==> config.mk <==
export PLATFORM = sky130hd
export DESIGN_NAME = mac_dot_pipe
export DESIGN_NICKNAME = d
export VERILOG_FILES = /design/src/rtl/mac_dot_pkg.sv /design/src/rtl/mac_add_stage.sv /design/src/rtl/mac_dot_pipe.sv
export SDC_FILE = /design/constraint.sdc
export NUM_CORES = 1
export LEC_CHECK = 0
export ABC_AREA = 1
export BUFFER_PORTS_ARGS = -buffer_cell sky130_fd_sc_hd__buf_4
export CORE_MARGIN = 4
export CORE_UTILIZATION = 45
export DETAILED_ROUTE_END_ITERATION = 8
export GPL_TIMING_DRIVEN = 0
export PLACE_DENSITY_LB_ADDON = 0.3
export SLEW_MARGIN = 20
export SYNTH_ARGS = -nofsm -noshare
export SYNTH_HDL_FRONTEND = slang
export SYNTH_HIERARCHICAL = 1
export SYNTH_SLANG_ARGS = --single-unit
==> constraint.sdc <==
create_clock -name clk -period 2.83 [get_ports clk]
set_input_delay 0.1415 -clock clk [delete_from_list [all_inputs] [get_ports clk]]
set_output_delay 0.1415 -clock clk [all_outputs]
set_load 0.01 [all_outputs]
==> src/rtl/mac_dot_pkg.sv <==
// mac_dot_pkg: width helpers, accumulator saturation limits and the sideband type
// shared by mac_dot_pipe and its adder-tree stages.
package mac_dot_pkg;

    localparam int LIMIT_W = 64;

    // Control bits that ride through the pipeline alongside each beat.
    typedef struct packed {
        logic clr;
        logic en;
    } acc_ctrl_t;

    function automatic int clog2(input int value);
        int result;
        int remain;
        result = 0;
        remain = value - 1;
        while (remain > 0) begin
            result = result + 1;
            remain = remain >> 1;
        end
        return result;
    endfunction

    // Exact width of a LANES-term sum of DW x DW signed products.
    function automatic int sum_width(input int dw, input int lanes);
        return 2 * dw + clog2(lanes);
    endfunction

    function automatic logic signed [LIMIT_W-1:0] sat_max(input int acc_w);
        return (64'sd1 <<< (acc_w - 1)) - 64'sd1;
    endfunction

    function automatic logic signed [LIMIT_W-1:0] sat_min(input int acc_w);
        return -(64'sd1 <<< (acc_w - 1));
    endfunction

endpackage

==> src/rtl/mac_add_stage.sv <==
// mac_add_stage: one registered level of the pairwise adder tree. Each pair is
// sign-extended by one bit, so a level can never overflow.
module mac_add_stage #(
    parameter int IN_W = 16,
    parameter int N_IN = 2,
    parameter int SB_W = 2
) (
    input  logic                         clk,
    input  logic                         rst_n,
    input  logic                         en,
    input  logic                         in_valid,
    input  logic [SB_W-1:0]              in_sb,
    input  logic [N_IN*IN_W-1:0]         in_data,
    output logic                         out_valid,
    output logic [SB_W-1:0]              out_sb,
    output logic [(N_IN/2)*(IN_W+1)-1:0] out_data
);

    localparam int N_OUT = N_IN / 2;
    localparam int OUT_W = IN_W + 1;

    logic [N_OUT*OUT_W-1:0] sum_d;

    for (genvar j = 0; j < N_OUT; j++) begin : g_pair
        logic signed [IN_W-1:0] lhs;
        logic signed [IN_W-1:0] rhs;

        assign lhs = in_data[(2*j)*IN_W +: IN_W];
        assign rhs = in_data[(2*j+1)*IN_W +: IN_W];
        assign sum_d[j*OUT_W +: OUT_W] = OUT_W'(lhs) + OUT_W'(rhs);
    end

    always_ff @(posedge clk or negedge rst_n) begin
        if (!rst_n) begin
            out_valid <= 1'b0;
            out_sb    <= '0;
            out_data  <= '0;
        end else if (en) begin
            out_valid <= in_valid;
            out_sb    <= in_sb;
            out_data  <= sum_d;
        end
    end

endmodule

==> src/rtl/mac_dot_pipe.sv <==
// mac_dot_pipe: pipelined signed dot product of LANES operand pairs with a running accumulator.
// Define MAC_DOT_SAT_EN to saturate the accumulator on overflow instead of wrapping.
module mac_dot_pipe
    import mac_dot_pkg::*;
#(
    parameter int DW    = 8,
    parameter int LANES = 2,
    parameter int ACC_W = 2 * DW + clog2(LANES) + 8
) (
    input  logic                                   clk,
    input  logic                                   rst_n,
    input  logic                                   in_valid,
    output logic                                   in_ready,
    input  logic [LANES*DW-1:0]                    a_flat,
    input  logic [LANES*DW-1:0]                    b_flat,
    input  logic                                   acc_en,
    input  logic                                   acc_clr,
    output logic                                   out_valid,
    input  logic                                   out_ready,
    output logic signed [sum_width(DW, LANES)-1:0] s,
    output logic signed [ACC_W-1:0]                acc,
    output logic                                   acc_ovf
);

    localparam int SW = sum_width(DW, LANES);
    localparam int LV = clog2(LANES);
    localparam int PW = 2 * DW;
    localparam int CW = $bits(acc_ctrl_t);

    logic                    adv;
    logic [LANES*PW-1:0]     prod_d;
    logic [LANES*PW-1:0]     prod_q;
    logic                    prod_valid;
    acc_ctrl_t               prod_ctrl;
    logic signed [SW-1:0]    tree_sum;
    logic                    tree_valid;
    acc_ctrl_t               tree_ctrl;
    logic signed [ACC_W-1:0] addend;
    logic signed [ACC_W-1:0] acc_sum;
    logic signed [ACC_W-1:0] acc_next;
    logic                    ovf_now;
    logic                    ovf_next;

    // Every stage moves in lockstep; a stalled output freezes the whole pipe.
    assign adv      = !out_valid || out_ready;
    assign in_ready = adv;

    for (genvar k = 0; k < LANES; k++) begin : g_lane
        logic signed [DW-1:0] a_k;
        logic signed [DW-1:0] b_k;
        logic signed [PW-1:0] a_x;
        logic signed [PW-1:0] b_x;

        assign a_k = a_flat[k*DW +: DW];
        assign b_k = b_flat[k*DW +: DW];
        assign a_x = PW'(a_k);
        assign b_x = PW'(b_k);
        assign prod_d[k*PW +: PW] = a_x * b_x;
    end

    always_ff @(posedge clk or negedge rst_n) begin
        if (!rst_n) begin
            prod_valid <= 1'b0;
            prod_ctrl  <= '0;
            prod_q     <= '0;
        end else if (adv) begin
            prod_valid <= in_valid;
            prod_ctrl  <= {acc_clr, acc_en};
            prod_q     <= prod_d;
        end
    end

    // Level l halves the term count and widens each term by one bit.
    for (genvar l = 0; l < LV; l++) begin : g_lvl
        localparam int IW = PW + l;
        localparam int NI = LANES >> l;

        logic [NI*IW-1:0]         lvl_in;
        logic                     lvl_in_valid;
        logic [CW-1:0]            lvl_in_ctrl;
        logic [(NI/2)*(IW+1)-1:0] lvl_out;
        logic                     lvl_out_valid;
        logic [CW-1:0]            lvl_out_ctrl;

        if (l == 0) begin : g_src
            assign lvl_in       = prod_q;
            assign lvl_in_valid = prod_valid;
            assign lvl_in_ctrl  = prod_ctrl;
        end else begin : g_src
            assign lvl_in       = g_lvl[l-1].lvl_out;
            assign lvl_in_valid = g_lvl[l-1].lvl_out_valid;
            assign lvl_in_ctrl  = g_lvl[l-1].lvl_out_ctrl;
        end

        mac_add_stage #(
            .IN_W (IW),
            .N_IN (NI),
            .SB_W (CW)
        ) u_add (
            .clk       (clk),
            .rst_n     (rst_n),
            .en        (adv),
            .in_valid  (lvl_in_valid),
            .in_sb     (lvl_in_ctrl),
            .in_data   (lvl_in),
            .out_valid (lvl_out_valid),
            .out_sb    (lvl_out_ctrl),
            .out_data  (lvl_out)
        );
    end

    assign tree_sum   = g_lvl[LV-1].lvl_out;
    assign tree_valid = g_lvl[LV-1].lvl_out_valid;
    assign tree_ctrl  = g_lvl[LV-1].lvl_out_ctrl;

    assign addend  = ACC_W'(tree_sum);
    assign acc_sum = acc + addend;
    assign ovf_now = (acc[ACC_W-1] == addend[ACC_W-1]) && (acc_sum[ACC_W-1] != acc[ACC_W-1]);

`ifdef MAC_DOT_SAT_EN
    localparam logic signed [ACC_W-1:0] ACC_MAX = ACC_W'(sat_max(ACC_W));
    localparam logic signed [ACC_W-1:0] ACC_MIN = ACC_W'(sat_min(ACC_W));
`endif

    // A clear loads the beat's sum directly; it always fits because ACC_W >= SW.
    always_comb begin
        acc_next = acc;
        ovf_next = acc_ovf;
        if (tree_ctrl.clr) begin
            acc_next = addend;
            ovf_next = 1'b0;
        end else if (tree_ctrl.en) begin
            acc_next = acc_sum;
            if (ovf_now) begin
                ovf_next = 1'b1;
`ifdef MAC_DOT_SAT_EN
                acc_next = acc[ACC_W-1] ? ACC_MIN : ACC_MAX;
`endif
            end
        end
    end

    always_ff @(posedge clk or negedge rst_n) begin
        if (!rst_n) begin
            out_valid <= 1'b0;
            s         <= '0;
            acc       <= '0;
            acc_ovf   <= 1'b0;
        end else if (adv) begin
            out_valid <= tree_valid;
            if (tree_valid) begin
                s       <= tree_sum;
                acc     <= acc_next;
                acc_ovf <= ovf_next;
            end
        end
    end

endmodule

==> out/qor.txt <==
CP Launch Point: b_flat[15]
CTS root buf: clkbuf_16
Max IR drop VDD: 0.539 mV
achievable frequency: 290 MHz
CP Class: in2reg
Seq/Total Area, Yosys: 0.205
ratio of cells with drive above 1 in the final layout: 0.194
Critical Path Sink: g_lvl[0].lvl_in[28]
startpoint types: primary input
Hold Slack: 0.113 ns
CTS buffer count: 9
core area: 26200 um^2
Final #Nets: 2078
later-pin clock latency in the skew report: 0.37 ns
clock skew: 0.0144 ns
Critical Path Fanout Max: 3
Worst path top cell family by delay: adder cells
Final ANT Viol Nets: 0
Net Switching: 0.00979 W
TritonRoute pass-1 iters: 5
fraction of registers with async set or reset after synthesis: 1.00
initial drt markers: 667
Fill cells: 2485
cell taking the most area after synthesis: dfrtp_1
Leak: 8.20 nW
die area: 29500 um^2
DRC Markers: 0
chip height: 172 um
synth top area cells: dfrtp_1 21%, fa_1 19%, nand2_1 18%, inv_1 12%, ha_1 10%
Syn. warnings: 6
Yosys reg bits: 99
Post-synth top cells: 581 x nand2_1, 390 x inv_1, 112 x fa_1
Levels on crit path: 19
crit path cell chain: buf_8 > clkinvlp_4 > or2_4 > fa_1 > fa_1 > inv_2 > fa_1 > inv_1 > fa_1 > inv_2 > ha_4 > a21oi_4 > buf_4 > buf_6 > o21ai_4 > nand4_1 > nand2_1 > nand2_1 > a31oi_1
Post-Syn Instances: 1736
run status: finished with violations
vias in the first global route: 10828
Final Hold Viols: 0
Area Overhead vs Synth: 22.1%
logic gate share of total power: 0.779
routed wire length: 30600 um
Initial Utilization: 0.460
Mean Syn Cell Area: 6.95 um^2
failing checks: negative setup slack
Synth top area share: 0.205
Least-Margin Pin Slew: 0.899 ns
Period minus WS final: 3.44 ns
diode count: 0
top-count cell post-synth: nand2_1
Cell Pwr Density: 1250 nW/um^2
Worst path max stage delay: 0.51 ns
number of H-tree levels: 3
Mapped Area: 12100 um^2
clock buffer depth: 2
Final period util: 1.22
crit end category: register
Crit Reg-Reg Startpoint: acc[0]
vias after detailed routing: 10902
routed len/inst: 14.1 um
GR Overflow Total: 0
worst path bufs/invs: 7
RR Endpoint: acc[20]
CTS sink count: 99
pre-CTS setup slack: -1.09 ns
Hold Path Class: in2reg
pins over their slew limit: 0
first-pass GRT wire length: 51200 um
I/O Pins: 83
final worst slack: -0.614 ns
Total GRT Usage: 0.212
Post-synth EDFFs: 0
ys flop type: dfrtp_1
Port Buffers: 52
Sw Ratio: 0.531
mean number of vias per cell: 5.02
CP arrival: 3.73 ns
Worst Reg-to-Reg Cells: 12
Die Wd: 172 um
MaxCap Viol Count: 0
most common cell type on the critical path: fa_1
P_int: 0.00866 W
DP HPWL: 24200 um
synth unique cells: 44
clk slew on worst S/H paths: 0.07 ns
clock power share: 0.072
GPL Wtd Cong: 1.05
r2r setup slk: 0.38 ns
Worst Path Required: 3.11 ns
Relative slew margins: 0.401
RSZ-0062 raised after global routing: true
crit path max-delay cell type: fa_1
CTS tree: built
Setup Viol. Count Final: 17
largest net degree at the start of global routing: 100
initial antenna violation count: 0
sequential share of power: 0.149
# rows: 59
synthesized net count: 1984
==> sequential cells by signal (all words and copies together), names as in the netlist <==
| signal | count |
|---|---|
| g_lvl.u_add/out_data | 17 |
| acc_ovf | 1 |
| g_lvl.lvl_in_ctrl | 2 |
| acc | 25 |
| s | 17 |
| g_lvl.lvl_in | 32 |
| out_valid | 1 |
| g_lvl.u_add/out_sb | 2 |
| g_lvl.lvl_in_valid | 1 |
| g_lvl.u_add/out_valid | 1 |
==> what timing repair did <==
item	in CTS	in global routing
endpoints found under the setup margin	18	19
hold buffers	4	0
cloned	1	0
hold endpoints to repair	102	0
resized for setup	87	61
setup buffers	13	13
pin swaps	62	39
==> per-stage QoR <==
step	util	cell area (um^2)	std cells	total power, W	setup TNS, ns
detailed placement	0.517	13600	2123	0.0153	-16.30
finish	0.562	14700	2170	0.0184	-7.37
floorplan	-	12700	1736	0.0123	-10.03
CTS	0.550	14400	2157	0.0178	-6.70
global route	0.562	14700	2170	0.0204	-9.36
global placement	0.517	13600	2123	0.0151	-15.76
==> per-layer routing <==
metal	part of all wire	wire length, um	vias to the layer above	GRT usage
li1	-	-	5365	-
met1	0.42	12900	5211	0.262
met2	0.51	15700	283	0.391
met3	0.040	1230	43	0.0177
met4	0.024	721	0	0.0637
met5	0	0	-	0
==> logic make-up after synthesis <==
| kind of cell | share of synthesized area |
|---|---|
| adders and majority gates | 0.288 |
| buffers and inverters | 0.142 |
| xor gates and xnor gates | 0.0203 |
| AOI/OAI and AO/OA | 0.0630 |
| DFF | 0.205 |
| and+or+nand+nor | 0.281 |
==> power groups by stage <==
stage                     Sequential, W  Combinational [W]  Clock [W]
final                           0.00275             0.0144    0.00133
after global routing            0.00283             0.0161    0.00141
after CTS                       0.00275             0.0137    0.00136
after detailed placement        0.00277             0.0126          0
after global placement          0.00276             0.0124          0
after floorplan                 0.00269            0.00958          0
==> final cells by class <==
cell class,instances,area [um^2],area share
Timing Repair inverter,1,8.76,0.000595
Tap cell,335,419,0.0285
Clock buffer,9,225,0.0153
Buffer,52,572,0.0389
Sequential cell,99,2480,0.168
Clock inverter,7,91.3,0.00621
Multi-Input combinational cell,1185,8690,0.591
Timing Repair Buffer,82,691,0.0469
Inverter,400,1540,0.104
==> worst min-delay path: cells and delay by family <==
family                 cells  cell delay [ns]
and+or+nand+nor            1             0.06
AOI/OAI and AO/OA          1             0.08
buffers and inverters      1             0.14
==> cell usage in the layout, fill, tap and decap left out, types with 6 or more instances in the layout <==
cell / count
dfrtp_1: 99
xor2_1: 13
nand2_2: 33
nor2_4: 10
a21boi_1: 7
o21ai_1: 19
a21oi_2: 6
nand4_1: 14
nand3_1: 63
fa_2: 14
ha_1: 75
ha_4: 22
xnor2_1: 14
clkbuf_8: 18
nand2_1: 552
nand2_4: 13
clkbuf_1: 7
a21oi_1: 39
inv_1: 352
nand3_2: 12
or2_2: 9
nor2_1: 55
fa_1: 98
clkbuf_16: 16
buf_2: 11
inv_2: 36
o21ai_0: 32
buf_4: 68
inv_4: 8
a21oi_4: 8
nor2_2: 14
buf_6: 10
==> how the worst min path moves through the flow <==
stage | start | depth (start not counted) | end | slack, ns
detailed placement | rst_n | 1 | s[8] | 0.31
global route | a_flat[0] | 3 | g_lvl[0].lvl_in[0] | 0.12
global placement | acc_clr | 3 | g_lvl[0].lvl_in_ctrl[1] | 0.35
floorplan | rst_n | 0 | acc[0] | -0.15
finish | a_flat[0] | 3 | g_lvl[0].lvl_in[0] | 0.11
CTS | a_flat[0] | 3 | g_lvl[0].lvl_in[0] | 0.11
Note: power is estimated with default switching activity, not from simulation.
